`config.mk`:
```
export PLATFORM = sky130hd
export DESIGN_NAME = seg_msg_sequencer
export DESIGN_NICKNAME = d
export VERILOG_FILES = /design/src/rtl/seg_msg_pkg.sv /design/src/rtl/seg_tick_timer.sv /design/src/rtl/seg_msg_sequencer.sv
export SDC_FILE = /design/constraint.sdc
export NUM_CORES = 1
export LEC_CHECK = 0
export CORE_MARGIN = 8
export CORE_UTILIZATION = 58
export CTS_CLUSTER_SIZE = 24
export DETAILED_ROUTE_END_ITERATION = 8
export GPL_TIMING_DRIVEN = 0
export HOLD_SLACK_MARGIN = 0.1
export PLACE_DENSITY = 0.78
export SKIP_LAST_GASP = 1
export SLEW_MARGIN = 30
export SYNTH_ARGS = -nofsm -noshare
export SYNTH_HDL_FRONTEND = slang
export SYNTH_SLANG_ARGS = --single-unit
```
`constraint.sdc`:
```
create_clock -name clk -period 4 [get_ports clk]
set_input_delay 0.4 -clock clk [delete_from_list [all_inputs] [get_ports clk]]
set_output_delay 0.4 -clock clk [all_outputs]
set_load 0.02 [all_outputs]
```
`src/rtl/seg_msg_pkg.sv`:
```
// Shared types and glyph constants for the seven-segment message sequencer.
// Glyphs are active-high, bit 0 = segment a through bit 6 = segment g.
package seg_msg_pkg;

  typedef enum logic [1:0] {
    ST_IDLE  = 2'd0,
    ST_SHOW  = 2'd1,
    ST_BLANK = 2'd2,
    ST_GAP   = 2'd3
  } seg_state_e;

  localparam logic [6:0] GLYPH_BLANK = 7'h00;

  localparam logic [6:0] GLYPH_0 = 7'h3F;
  localparam logic [6:0] GLYPH_1 = 7'h06;
  localparam logic [6:0] GLYPH_2 = 7'h5B;
  localparam logic [6:0] GLYPH_3 = 7'h4F;
  localparam logic [6:0] GLYPH_4 = 7'h66;
  localparam logic [6:0] GLYPH_5 = 7'h6D;
  localparam logic [6:0] GLYPH_6 = 7'h7D;
  localparam logic [6:0] GLYPH_7 = 7'h07;
  localparam logic [6:0] GLYPH_8 = 7'h7F;
  localparam logic [6:0] GLYPH_9 = 7'h6F;

  localparam logic [6:0] GLYPH_A = 7'h77;
  localparam logic [6:0] GLYPH_C = 7'h39;
  localparam logic [6:0] GLYPH_E = 7'h79;
  localparam logic [6:0] GLYPH_H = 7'h76;
  localparam logic [6:0] GLYPH_L = 7'h38;
  localparam logic [6:0] GLYPH_P = 7'h73;
  localparam logic [6:0] GLYPH_S = 7'h6D;

endpackage

```
`src/rtl/seg_tick_timer.sv`:
```
// Loadable down-counter timing every SHOW/BLANK/GAP interval.
// Loading N-1 makes expired_o rise after N cycles in the new state.
module seg_tick_timer #(
  parameter int CNT_W = 16
) (
  input  logic             clk,
  input  logic             rst_n,
  input  logic             load_i,
  input  logic [CNT_W-1:0] load_val_i,
  output logic             expired_o
);

  logic [CNT_W-1:0] cnt_q;

  // NOTE: sequential state is written with <= only, so every flop samples
  // the pre-edge values regardless of statement order.
  always_ff @(posedge clk or negedge rst_n) begin
    if (!rst_n) begin
      cnt_q <= '0;
    end else if (load_i) begin
      cnt_q <= load_val_i;
    end else if (cnt_q != '0) begin
      cnt_q <= cnt_q - CNT_W'(1);
    end
  end

  assign expired_o = (cnt_q == '0);

endmodule

```
`src/rtl/seg_msg_sequencer.sv`:
```
// Plays a stored glyph message on a segment display with on/blank/gap timing.
// Define SEG_MSG_ACTIVE_LOW_EN for common-anode displays (inverted seg_out).
module seg_msg_sequencer
  import seg_msg_pkg::*;
#(
  parameter  int MAX_CHARS = 8,
  parameter  int CNT_W     = 16,
  parameter  int SEG_W     = 7,
  localparam int IDX_W     = $clog2(MAX_CHARS),
  localparam int LEN_W     = $clog2(MAX_CHARS + 1)
) (
  input  logic             clk,
  input  logic             rst_n,
  input  logic             start,
  input  logic             stop,
  input  logic             one_shot,
  input  logic [LEN_W-1:0] msg_len,
  input  logic [CNT_W-1:0] on_ticks,
  input  logic [CNT_W-1:0] off_ticks,
  input  logic [CNT_W-1:0] gap_ticks,
  input  logic             wr_en,
  input  logic [IDX_W-1:0] wr_addr,
  input  logic [SEG_W-1:0] wr_data,
  output logic [SEG_W-1:0] seg_out,
  output logic [IDX_W-1:0] char_idx,
  output logic             busy,
  output logic             done
);

`ifdef SEG_MSG_ACTIVE_LOW_EN
  localparam logic [SEG_W-1:0] POL_MASK = '1;
`else
  localparam logic [SEG_W-1:0] POL_MASK = '0;
`endif
  localparam logic [SEG_W-1:0] BLANK_INT = SEG_W'(GLYPH_BLANK);
  localparam logic [SEG_W-1:0] BLANK_OUT = BLANK_INT ^ POL_MASK;

  seg_state_e       state_q, state_d;
  logic [IDX_W-1:0] idx_q, idx_d, last_q, last_in, show_idx;
  logic [SEG_W-1:0] seg_q, seg_d;
  logic             done_q, done_d;
  logic             one_shot_q;
  logic [CNT_W-1:0] on_q, off_q, gap_q, on_src, on_load, tmr_val;
  logic             tmr_load, tmr_expired;
  logic             accept, glyph_done, msg_done, show_next;
  logic [LEN_W-1:0] len_clamped;
  logic [SEG_W-1:0] table_q [MAX_CHARS];

  assign len_clamped = (32'(msg_len) > MAX_CHARS) ? LEN_W'(MAX_CHARS) : msg_len;
  assign last_in     = IDX_W'(len_clamped - LEN_W'(1));
  assign on_src      = (state_q == ST_IDLE) ? on_ticks : on_q;
  assign on_load     = (on_src == '0) ? '0 : on_src - CNT_W'(1);

  // NOTE: the table must read blank after reset, so it is built from
  // resettable flops instead of an uninitialised RAM.
  always_ff @(posedge clk or negedge rst_n) begin
    if (!rst_n) begin
      for (int i = 0; i < MAX_CHARS; i++) table_q[i] <= BLANK_INT;
    end else if (wr_en && (32'(wr_addr) < MAX_CHARS)) begin
      table_q[wr_addr] <= wr_data;
    end
  end

  seg_tick_timer #(.CNT_W(CNT_W)) u_timer (
    .clk        (clk),
    .rst_n      (rst_n),
    .load_i     (tmr_load),
    .load_val_i (tmr_val),
    .expired_o  (tmr_expired)
  );

  // NOTE: every signal gets a default before the case so no path leaves a
  // value unassigned, which would otherwise infer a latch.
  always_comb begin
    state_d    = state_q;
    idx_d      = idx_q;
    seg_d      = seg_q;
    done_d     = 1'b0;
    tmr_load   = 1'b0;
    tmr_val    = '0;
    accept     = 1'b0;
    glyph_done = 1'b0;
    msg_done   = 1'b0;
    show_next  = 1'b0;
    show_idx   = '0;

    unique case (state_q)
      ST_IDLE: begin
        if (start && (msg_len != '0)) begin
          accept    = 1'b1;
          show_next = 1'b1;
        end
      end
      ST_SHOW: begin
        if (tmr_expired) begin
          if (off_q != '0) begin
            state_d  = ST_BLANK;
            seg_d    = BLANK_OUT;
            tmr_load = 1'b1;
            tmr_val  = off_q - CNT_W'(1);
          end else begin
            glyph_done = 1'b1;
          end
        end
      end
      ST_BLANK: glyph_done = tmr_expired;
      ST_GAP:   msg_done   = tmr_expired;
      default:  state_d    = ST_IDLE;
    endcase

    if (glyph_done) begin
      if (idx_q != last_q) begin
        show_next = 1'b1;
        show_idx  = idx_q + IDX_W'(1);
      end else if (gap_q != '0) begin
        state_d  = ST_GAP;
        seg_d    = BLANK_OUT;
        tmr_load = 1'b1;
        tmr_val  = gap_q - CNT_W'(1);
      end else begin
        msg_done = 1'b1;
      end
    end

    if (msg_done) begin
      if (one_shot_q) begin
        state_d = ST_IDLE;
        idx_d   = '0;
        seg_d   = BLANK_OUT;
        done_d  = 1'b1;
      end else begin
        show_next = 1'b1;
      end
    end

    // Glyph is fetched here, on SHOW entry, so table writes land on the next visit.
    if (show_next) begin
      state_d  = ST_SHOW;
      idx_d    = show_idx;
      seg_d    = table_q[show_idx] ^ POL_MASK;
      tmr_load = 1'b1;
      tmr_val  = on_load;
    end

    if (stop) begin
      state_d  = ST_IDLE;
      idx_d    = '0;
      seg_d    = BLANK_OUT;
      done_d   = 1'b0;
      tmr_load = 1'b0;
      accept   = 1'b0;
    end
  end

  always_ff @(posedge clk or negedge rst_n) begin
    if (!rst_n) begin
      state_q <= ST_IDLE;
    end else begin
      state_q <= state_d;
    end
  end

  always_ff @(posedge clk or negedge rst_n) begin
    if (!rst_n) begin
      idx_q      <= '0;
      seg_q      <= BLANK_OUT;
      done_q     <= 1'b0;
      last_q     <= '0;
      one_shot_q <= 1'b0;
      on_q       <= '0;
      off_q      <= '0;
      gap_q      <= '0;
    end else begin
      idx_q  <= idx_d;
      seg_q  <= seg_d;
      done_q <= done_d;
      if (accept) begin
        last_q     <= last_in;
        one_shot_q <= one_shot;
        on_q       <= on_ticks;
        off_q      <= off_ticks;
        gap_q      <= gap_ticks;
      end
    end
  end

  assign seg_out  = seg_q;
  assign char_idx = idx_q;
  assign busy     = (state_q != ST_IDLE);
  assign done     = done_q;

endmodule

```
==> out/metrics.csv, run 1 <==
metric;value;unit
path_cells;nor4_1 > nand2b_1 > a2111oi_4 > nand3b_2 > buf_6 > a211o_1 > a31oi_1 > a211oi_1;
async_reset_ff_share;100;%
fin_util;71.7;%
dp_slack;-0.288;ns
n_antenna_cell;0;
cp_max_fo;10;
end_kind;flip-flop;
h-tree-depth;4;
synthMuxAreaShare;18.6;%
layout.nets;925;
grt_pass1_vias;6797;
period_share;94.1;%
synth_top_area_share;43.5;%
coreArea;13200;µm²
cts_tree;done;
seq_power_share;43.9;%
io_pins;80;
rrSetupSlack;0.24;ns
placementRows;42;
clkSinkCount;137;
synthesis.nets;829;
p_leak;3.76;nW
setup_slack;0.237;ns
finalWeightedCongestion;0.923;
ir_drop;501;µV
numCtsBuffers;17;
ys_seq_elements;137;
yosys_warnings;0;
cts.clk_slew.worst_paths;0.06;ns
insertion_delay;0.43;ns
synth-compound-area-share;10.9;%
stdcell_count;1032;
placedCellCount;999;
drc_errors;0;
critPathKind;reg -> reg;
hold_path_class;in -> async;
fmax;266;MHz
synth_area_leaders;dfrtp_1 (44%), mux2_2 (15%), xor2_1 (3.7%), mux2i_1 (3.1%), xnor2_1 (2.9%);
arrival;4.05;ns
synth_fa_ha_area_share;2.22;%
synth_edf_count;0;
skew;0.0133;ns
whs;0.470;ns
grt_pass1_wl;34700;µm
rsz0062_at_grt;false;
synth_cells;747;
drv_cap;0;
avgRoutedWirePerCell;20.4;µm
cp_num_buf_inv;1;
avgSynthCellArea;10.5;µm²
dr.pass1.iters;5;
port_buffers;75;
die_width;133;µm
cpPeakStageDelay;0.86;ns
grt_max_degree;86;
endpoint;seg_out[1];
synth-xor-area-share;6.56;%
crit_cells;8;
grtUsageTotal;24.5;%
p_per_area;469;nW/µm²
p_comb_share;22.4;%
p_int;3.04;mW
drt_wl_total;21100;µm
drv_slew;0;
ff_latch_area;3430;µm²
finalHoldViolations;0;
tightest_slew;0.910;ns
worstRegToRegCells;8;
clockRootBuffer;clkbuf_16;
period_minus_slack;3.76;ns
final_area;9490;µm²
dp_hpwl;15700;µm
antenna_found_initial;0;
worstSetupStartpoint;u_timer.cnt_q[8];
swShare;31.8;%
synth_area;7870;µm²
drt_iter0_drc;605;
synth_top_flop_cell;dfrtp_1;
reg2reg_to;seg_out[1];
num-fill-cells;1021;
vias;6417;
die_h;133;µm
clk_path_buf_depth;2;
yosysMostFrequentCell;dfrtp_1;
power_frac_clock;33.7;%
area_growth;20.5;%
crit_slowest_cell;a2111oi_4;
synth_top_family_by_area;multiplexers;
synthTopCellsByCount;dfrtp_1 (137), mux2_2 (107), nor2_1 (42);
power.switching;1.41;mW
dieArea;17600;µm²
ant_nets;0;
cts_setup_buffers;0;
grt_overflow;0;
multi_input_area;4270;µm²
tns;0;ns
yosysSeqAreaShare;43.5;%
cpLargestDelayFamily;compound AO/OA/AOI/OAI gates;
initial_core_util;59.5;%
outcome;completed;
finalSetupViolations;0;
drive_gt1_share;19.3;%
synth_cell_type_count;57;
worstPathRequired;4.29;ns
vias_per_cell;6.22;
startpoint_type;flip-flop;
reg2reg_from;u_timer.cnt_q[8];
synthSimpleGateAreaFrac;15.4;%
place_area;8890;µm²
yosys.area.top_type;dfrtp_1;
slew_headroom;38.9;%
p_total;4.45;mW
==> worst min path at each step <==
stage          cells past startpoint     endpoint
6_report                           2      on_q[5]
3_5_place_dp                       1      on_q[5]
4_1_cts                            2      on_q[5]
2_1_floorplan                      0  char_idx[0]
5_1_grt                            2      on_q[5]
3_3_place_gp                       1  table_q[17]
==> metal layers <==
layer / routed length (µm) / GRT usage [%]
met5: 0 / 0
met4: 681 / 10.5
met3: 943 / 5.37
met2: 10800 / 43.0
met1: 8600 / 28.2
==> flip-flops by register name (all words and copies together), names as in the netlist <==
name	cells
char_idx	3
done	1
gap_q	16
last_q	3
off_q	16
on_q	16
one_shot_q	1
seg_out	7
state_q	2
table_q	56
u_timer.cnt_q	16
==> cells in the final DEF (no fill, tap or decap), types with 12 or more instances in the layout <==
master / instances
nor2_1: 42
mux2i_1: 24
clkbuf_16: 17
nand3_1: 18
xor2_1: 33
dfrtp_1: 137
inv_1: 16
a21oi_1: 37
nand4b_1: 12
clkdlybuf4s50_1: 74
xnor2_1: 26
o21ai_0: 33
a31oi_1: 20
nor4_1: 12
ha_1: 14
mux2_2: 107
nor3_1: 33
clkbuf_1: 24
nand2_1: 31
==> power groups by stage <==
stage	Sequential (mW)	Combinational (mW)	Clock [mW]
global route	1.99	1.10	1.57
finish	1.95	0.997	1.50
detailed placement	1.97	0.988	0
floorplan	1.90	0.700	0
global placement	1.95	0.953	0
CTS	1.95	0.997	1.52
==> kinds of logic (layout without fill, tap and decap cells) <==
kind of cell | after synthesis | after routing
flops | 137 | 137
xor+xnor | 59 | 59
mux | 133 | 133
buf+inv | 51 | 160
fa+ha+maj | 14 | 14
compound gates | 135 | 135
simple gates | 218 | 218
==> layout make-up <==
type	instances	share of cell area (%)
buffer	35	1.65
clock buffer	18	4.63
clock inverter	14	1.31
inverter	16	0.633
multi-input combinational	559	45.0
sequential	137	36.1
tap	176	2.32
timing repair buffer	77	8.36
==> repair_timing <==
item | 4_1_cts | 5_1_grt
pin swaps | 0 | 0
hold buffers | 1 | 0
endpoints found under the setup margin | 15 | 14
endpoints found under the hold margin | 52 | 0
resized for setup | 2 | 5
No activity file was read; power rests on OpenSTA's default activity.
==> inputs of run 2 (changes only) <==
- CORE_UTILIZATION: 58 -> 30
- PLACE_DENSITY: 0.78 -> 0.45
==> run 2 against run 1 <==
Effect of this change:
- register-to-register slack improved by 0.15 ns
- via count decreased by 4.3%
- utilization decreased by 34 points
- global-route usage decreased by 9.1 points
- power increased by 2.7%
- routed wire length increased by 12%
- critical path depth increased by 5
==> out/metrics.csv, run 2 (synthesized netlist as in run 1, its figures left out) <==
metric;value;unit
drv_slew;0;
worstPathRequired;4.34;ns
tightest_slew;0.827;ns
drt_iter0_drc;415;
fin_util;37.7;%
io_pins;80;
coreArea;25900;µm²
vias;6141;
ir_drop;266;µV
dr.pass1.iters;5;
p_per_area;469;nW/µm²
finalSetupViolations;0;
insertion_delay;0.43;ns
drc_errors;0;
stdcell_count;1192;
slew_headroom;44.9;%
grt_max_degree;52;
final_common_cell;dfrtp_1;
grt_overflow;0;
drv_cap;0;
vias_per_cell;5.15;
p_leak;3.78;nW
startpoint_type;flip-flop;
ant_nets;0;
grtUsageTotal;15.4;%
cp_max_fo;10;
n_antenna_cell;0;
initial_core_util;30.4;%
arrival;3.96;ns
finalWeightedCongestion;0.863;
mostFrequentLayoutCells;dfrtp_1 (137), mux2_2 (107), clkdlybuf4s50_1 (74);
layout.nets;926;
cts_setup_buffers;0;
die_width;178;µm
worstRegToRegCells;13;
period_share;90.3;%
end_kind;flip-flop;
placementRows;59;
dieArea;31700;µm²
finalHoldViolations;0;
skew;0.0121;ns
critPathKind;reg -> reg;
outcome;completed;
numCtsBuffers;17;
fmax;277;MHz
cts.clk_slew.worst_paths;0.06;ns
port_buffers;75;
area_growth;23.9;%
grt_pass1_wl;37600;µm
clkSinkCount;137;
drive_gt1_share;19.4;%
avgRoutedWirePerCell;19.8;µm
drt_wl_total;23600;µm
clockRootBuffer;clkbuf_16;
die_h;178;µm
placedCellCount;1159;
clk_path_buf_depth;2;
cts_tree;done;
dp_hpwl;17700;µm
largest_register_ffs;56;
antenna_found_initial;0;
rsz0062_at_grt;false;
period_minus_slack;3.61;ns
h-tree-depth;4;
largest-register;table_q;
hold_path_class;in -> async;
num-fill-cells;2615;
grt_pass1_vias;6395;
## run 2: changes by cell type in the layout (fill, tap and decap cells not counted), moves of 2 or more
cell / before / now
inv_6: 6 / 1
inv_8: 3 / 1
bufinv_16: 0 / 2
clkinvlp_4: 2 / 4
## run 2: path summary, 6_finish.rpt
| check | start | endpoint | slack [ns] |
|---|---|---|---|
| setup / recovery | state_q[0] | u_timer.cnt_q[14] | 0.39 |
| hold / removal | rst_n | on_q[7] | 0.45 |
| setup reg to reg | state_q[0] | u_timer.cnt_q[14] | 0.39 |
| hold reg to reg | table_q[34] | table_q[34] | 0.50 |
| max in group asynchronous | rst_n | table_q[10] | 2.67 |
| min in group clk | table_q[34] | table_q[34] | 0.50 |
## run 2: metrics by stage
| step | power [mW] | TNS [ns] | hold slack [ns] | area (µm²) | setup slack, ns |
|---|---|---|---|---|---|
| 2_1_floorplan | 2.60 | 0 | 0.104 | 7870 | 0.651 |
| 3_3_place_gp | 2.97 | -482.63 | 0.481 | 9040 | -3.49 |
| 3_5_place_dp | 2.98 | -6.39 | 0.324 | 9120 | -0.474 |
| 4_1_cts | 4.63 | 0 | 0.462 | 9740 | 0.00270 |
| 5_1_grt | 4.83 | 0 | 0.484 | 9760 | 0.0143 |
| 6_report | 4.57 | 0 | 0.452 | 9760 | 0.388 |
## run 2: repair_timing
item                       CTS  global route
hold buffers                 1             0
hold endpoints to repair    44             0
gates resized for setup      2             5
setup endpoints to repair   16            15
## run 2: final cells by class
type | instances | area [µm²] | area share (%)
plain buffers | 35 | 156 | 1.60
inverters | 16 | 60.1 | 0.616
clock inverters | 12 | 141 | 1.45
repair buffers | 78 | 821 | 8.41
flip-flops and latches | 137 | 3430 | 35.1
well taps | 335 | 419 | 4.30
clock buffers | 20 | 457 | 4.68
multi-input cells | 559 | 4270 | 43.8
## run 2: layer usage
metal  vias up  track usage, %  share of wire (%)
met5         -               0                  0
met4         0            5.28                2.3
met3        30            2.88                3.6
met2       106            25.4                 49
met1      3047            19.9                 45
li1       2958               -                  -
## run 2: report_power, final
group | internal (mW) | leakage (nW) | switching (mW)
Clock | 0.959 | 0.281 | 0.662
Combinational | 0.526 | 1.85 | 0.471
Sequential | 1.68 | 1.65 | 0.273
## run 2: critical path, stage by stage, from the launching register on
cell,delay [ns]
dfrtp_1,0.42
inv_1,0.10
ha_1,0.35
clkbuf_2,0.29
clkbuf_2,0.29
clkbuf_2,0.36
mux2i_1,0.32
ha_1,0.25
nand4_1,0.13
nor3_1,0.35
o21ai_0,0.18
xor2_1,0.20
nand3_1,0.09
a31oi_1,0.20
==> inputs of run 3 (changes only) <==
- HOLD_SLACK_MARGIN: 0.1 -> unset
- SKIP_LAST_GASP: 1 -> unset
==> results of run 3 <==
Final layout, timing and power as in run 2 (identical DEF).
